<file path="config.mk">
export PLATFORM = sky130hd
export DESIGN_NAME = rc_div_32_seq
export DESIGN_NICKNAME = d
export VERILOG_FILES = /design/src/rtl/rc_div_32_seq.sv
export SDC_FILE = /design/constraint.sdc
export NUM_CORES = 1
export LEC_CHECK = 0
export ABC_AREA = 1
export CAP_MARGIN = 30
export CORE_MARGIN = 2
export CORE_UTILIZATION = 35
export DETAILED_ROUTE_END_ITERATION = 8
export PLACE_DENSITY = 0.55
export SYNTH_ARGS = -nofsm -noshare
export SYNTH_HDL_FRONTEND = slang
export SYNTH_SLANG_ARGS = --single-unit
</file>
<file path="constraint.sdc">
create_clock -name CLK -period 13.1 [get_ports CLK]
set_clock_uncertainty 0.2 [all_clocks]
set_input_delay 3.93 -clock CLK [delete_from_list [all_inputs] [get_ports CLK]]
set_output_delay 3.93 -clock CLK [all_outputs]
set_load 0.01 [all_outputs]
</file>
<file path="src/rtl/rc_div_32_seq.sv">
// rc_div_32_seq: 32-bit unsigned restoring divider, one quotient bit per clock.
// Rev 1.0 - initial release.
`default_nettype none

module rc_add_sub_32 (
  input  logic [31:0] A,
  input  logic [31:0] B,
  input  logic        SnA,
  output logic [31:0] Y,
  output logic        Cout
);
  logic [32:0] w_c;
  logic [31:0] w_b;

  assign w_c[0] = SnA;
  assign w_b    = B ^ {32{SnA}};

  generate
    for (genvar i = 0; i < 32; i++) begin : g_bit
      assign Y[i]     = A[i] ^ w_b[i] ^ w_c[i];
      assign w_c[i+1] = (A[i] & w_b[i]) | (A[i] & w_c[i]) | (w_b[i] & w_c[i]);
    end
  endgenerate

  assign Cout = w_c[32];
endmodule

module rc_div_32_seq (
  input  logic        CLK,
  input  logic        RSTn,
  input  logic        START,
  input  logic [31:0] DIVIDEND,
  input  logic [31:0] DIVISOR,
  output logic [31:0] QUOT,
  output logic [31:0] REM,
  output logic        BUSY,
  output logic        DONE,
  output logic        DIV_BY_ZERO
);
  typedef enum logic [1:0] {
    IDLE = 2'd0,
    CALC = 2'd1,
    FIN  = 2'd2
  } state_t;

  state_t      state_q;
  logic [31:0] rem_q;
  logic [31:0] quo_q;
  logic [31:0] div_q;
  logic [4:0]  cnt_q;

  logic [32:0] shift_d;
  logic [31:0] diff_d;
  logic        cout_d;
  logic        sub_d;
  logic [31:0] rem_d;
  logic [31:0] quo_d;

  assign shift_d = {rem_q, quo_q[31]};

  rc_add_sub_32 u_addsub (
    .A    (shift_d[31:0]),
    .B    (div_q),
    .SnA  (1'b1),
    .Y    (diff_d),
    .Cout (cout_d)
  );

  // A set bit 32 means the shifted remainder already exceeds any 32-bit divisor.
  assign sub_d = shift_d[32] | cout_d;
  assign rem_d = sub_d ? diff_d : shift_d[31:0];
  assign quo_d = {quo_q[30:0], sub_d};

  always_ff @(posedge CLK or negedge RSTn) begin
    if (!RSTn) begin
      state_q     <= IDLE;
      rem_q       <= '0;
      quo_q       <= '0;
      div_q       <= '0;
      cnt_q       <= '0;
      QUOT        <= '0;
      REM         <= '0;
      BUSY        <= 1'b0;
      DONE        <= 1'b0;
      DIV_BY_ZERO <= 1'b0;
    end else begin
      DONE <= 1'b0;
      case (state_q)
        IDLE: begin
          if (START) begin
            if (DIVISOR != 32'd0) begin
              rem_q       <= '0;
              quo_q       <= DIVIDEND;
              div_q       <= DIVISOR;
              cnt_q       <= '0;
              DIV_BY_ZERO <= 1'b0;
              BUSY        <= 1'b1;
              state_q     <= CALC;
            end else begin
              QUOT        <= 32'hFFFF_FFFF;
              REM         <= DIVIDEND;
              DIV_BY_ZERO <= 1'b1;
              DONE        <= 1'b1;
              state_q     <= FIN;
            end
          end
        end
        CALC: begin
          rem_q <= rem_d;
          quo_q <= quo_d;
          cnt_q <= cnt_q + 5'd1;
          if (cnt_q == 5'd31) begin
            QUOT    <= quo_d;
            REM     <= rem_d;
            BUSY    <= 1'b0;
            DONE    <= 1'b1;
            state_q <= FIN;
          end
        end
        FIN: begin
          state_q <= IDLE;
        end
        default: begin
          BUSY    <= 1'b0;
          state_q <= IDLE;
        end
      endcase
    end
  end
endmodule

`default_nettype wire

</file>
==> results.py <==
metrics = {
    "outcome": {
        "outcome": "finished clean",
    },
    "timing": {
        "fin_crit_sh_pct": 96.76,
        "period_needed_ps": 12680,
        "rsz0062_at_grt": "no",
        "setup_viol": 0,
        "relSlewSlack_pct": 42.22,
        "hold_viol": 0,
        "final_max_slew_viol_count": 0,
        "max_clock_freq_mhz": 78.89,
        "tightest_slew_ps": 866.7,
    },
    "setup_path": {
        "crit_path_end_kind": "register",
        "cp-start-kind": "register",
        "crit_top_cell": "fa_2",
        "r2r_slack_ps": 420,
        "rr_startpoint": "quo_q[31]$_DFFE_PN0P_",
        "critPathArrivalTime_ps": 12800,
        "cp_slowest_cell": "fa_2",
        "critPathKind": "reg -> reg",
        "critPathMaxFanout": 7,
        "reg2regPathDepth": 43,
        "required_ps": 13220,
        "crit_path_max_incr_delay_ps": 420,
        "reg2reg_to": "REM[5]$_DFFE_PN0P_",
    },
    "route": {
        "ant_nets": 0,
        "drc": 0,
        "dr.pass1.iters": 5,
        "via_count": 7275,
        "wire_per_inst_um": 15.55,
        "wl_um": 23960,
        "drt-initial-drc-count": 443,
        "viasPerCell": 4.721,
    },
    "place": {
        "place_area_um2": 10270,
        "portBuffers": 133,
        "dp.cells": 1505,
        "gp_congestion": 0.8217,
        "detailedPlacementHpwl_um": 15780,
    },
    "global_routing": {
        "grt_use_met1_pct": 28.42,
        "busiest_layer": "met2",
        "grt_pass1_wl_um": 40030,
        "grt_start_max_net_pins": 70,
        "grt-ovfl-total": 0,
        "grt_pass1_vias": 7334,
        "track_usage_pct": 19.70,
        "grtUsageMet3_pct": 3.125,
        "use_met2_pct": 31.17,
        "antenna_found_initial": 0,
    },
    "power": {
        "pwr-share-comb_pct": 53.0,
        "p_sw_mw": 1.319,
        "power.internal_mw": 1.773,
        "power.total_mw": 3.092,
        "pwr-share-seq_pct": 30.1,
        "power.share.clock_pct": 16.8,
        "switching_share_pct": 42.65,
        "peakVddDrop_uv": 124.6,
        "power_density_nw_per_um2": 280.3,
        "p_leak_nw": 5.547,
    },
    "clock_network": {
        "cts_tree": "built",
        "clk_pin_slew_ps": 80,
        "cts_made_buffers": 17,
        "cts_hold_buf": 0,
        "clockBufferDepth": 2,
        "clk_latency_ps": 430,
        "root_buffer": "clkbuf_16",
        "clock-sinks": 170,
        "h-tree-depth": 4,
    },
    "run": {
        "drv_cap": 0,
    },
    "logic_synthesis": {
        "syn_inst": 1084,
        "synth_mux_area_share_pct": 0,
        "synth_xor_area_share_pct": 0,
        "yosysSeqAreaShare_pct": 49.74,
        "synth_cell_types": 20,
        "synth_top_family_by_area": "simple AND/OR/NAND/NOR gates",
        "syn_nets": 1185,
        "ys_ff_latch": 170,
        "ys_warn_count": 0,
        "synthAdderAreaFrac_pct": 7.695,
        "synthSimpleGateAreaFrac_pct": 33.48,
        "synth_area_leader_cell": "dfrtp_1",
        "synth_area_um2": 8553,
        "synth-compound-area-share_pct": 2.341,
        "postSynthAreaPerCell_um2": 7.890,
        "synth_top_area_share_pct": 49.74,
        "ys_top_cells_by_area": "dfrtp_1 50%, nand2_1 20%, fa_1 7.3%",
    },
    "floorplan": {
        "die_area_um2": 25700,
        "die-height_um": 160.3,
        "rows": 57,
        "chipWidth_um": 160.3,
        "ios": 134,
        "initial_utilization_pct": 35.38,
        "core_um2": 24180,
    },
    "min_path": {
        "hold_class": "reg -> reg",
        "holdPathEnd": "QUOT[8]$_DFFE_PN0P_",
        "hold_start": "QUOT[8]$_DFFE_PN0P_",
        "min_path_cells": 2,
    },
    "layout": {
        "layout.cells.most_common_list": "447 x nand2_1, 170 x dfrtp_1, 132 x clkdlybuf4s50_1",
        "antenna_cells": 0,
        "nNetsFinal": 1306,
        "multi_input_area_um2": 3835,
        "n_fill_cell": 2421,
        "register_area_um2": 4254,
        "fin_cells": 1541,
        "postLayoutCellArea_um2": 11030,
        "layout_commonest_cell": "nand2_1",
        "drive_above_1_share_pct": 9.039,
        "synthToLayoutAreaGrowth_pct": 28.95,
    },
}
layout make-up:
cell class | count | share of cell area [%]
flip-flops and latches | 170 | 38.57
inverters | 72 | 2.450
multi-input cells | 779 | 34.77
clock inverters | 13 | 1.441
repair buffers | 165 | 15.11
clock buffers | 18 | 3.982
well taps | 324 | 3.676
synth_stat cells:
cell and instances:
nand2_1 450, dfrtp_1 170, nor2_1 119, nand3_1 98, inv_1 71, o21ai_0 36
buf_2 35, nand4_1 33, fa_1 31, clkbuf_1 17, buf_1 6, a21oi_1 3
buf_4 3, ha_1 3, nand2_2 3, buf_6 2, inv_2 1, nor2_2 1
o21ai_1 1, or2_2 1
layer usage:
metal	up-vias	wire, µm
met5	-	0
met3	20	1061
met2	172	10910
met1	3475	11740
li1	3608	-
met4	0	251
how the worst max path moves through the flow:
stage                          startpoint             endpoint  slack, ps
floorplan           quo_q[31]$_DFFE_PN0P_  REM[28]$_DFFE_PN0P_         30
global placement    quo_q[31]$_DFFE_PN0P_  REM[31]$_DFFE_PN0P_       -610
detailed placement  quo_q[31]$_DFFE_PN0P_  REM[31]$_DFFE_PN0P_       -730
CTS                 quo_q[31]$_DFFE_PN0P_  REM[24]$_DFFE_PN0P_         20
global route        quo_q[31]$_DFFE_PN0P_  REM[25]$_DFFE_PN0P_         40
finish              quo_q[31]$_DFFE_PN0P_   REM[5]$_DFFE_PN0P_        420
sequential cells by signal, summed over array words and instances, names as in the netlist:
register	cells
REM	32
BUSY	1
rem_q	32
DONE	1
DIV_BY_ZERO	1
QUOT	32
cnt_q	5
div_q	32
quo_q	32
state_q	2
stage by stage:
stage          TNS [ps]  setup WS [ps]  hold slack, ps  utilization [%]
2_1_floorplan         0          30.15           241.9                -
3_3_place_gp     -29080         -605.9           252.7            42.35
3_5_place_dp     -36440         -729.1           258.2            42.46
4_1_cts               0          17.09           275.9            45.47
5_1_grt               0          37.33           290.6            45.62
6_report              0          424.0           270.6            45.62
critical path, delay by kind of cell, from the launching register on:
kind          cells  cell delay (ps)
simple gates      7              590
flops             1              340
buf+inv           4              390
fa+ha+maj        32            11020
power by group through the flow:
stage / clock network (mW) / registers [mW] / logic, mW
after floorplan: 0 / 0.949 / 0.965
after global placement: 0 / 0.937 / 1.55
after detailed placement: 0 / 0.939 / 1.57
after CTS: 0.534 / 0.934 / 1.64
after global routing: 0.554 / 0.964 / 1.88
final: 0.520 / 0.932 / 1.64
timing repair:
| item | 4_1_cts | 5_1_grt |
|---|---|---|
| cloned | 1 | 0 |
| pin swaps | 7 | 3 |
| gates resized for setup | 27 | 10 |
| setup endpoints to repair | 66 | 66 |
| buffers inserted | 3 | 1 |
kinds of logic after synthesis:
family / Yosys count
simple gates: 705
compound gates: 40
flops: 170
buf+inv: 135
fa+ha+maj: 34
Note: power is estimated with default switching activity, not from simulation.
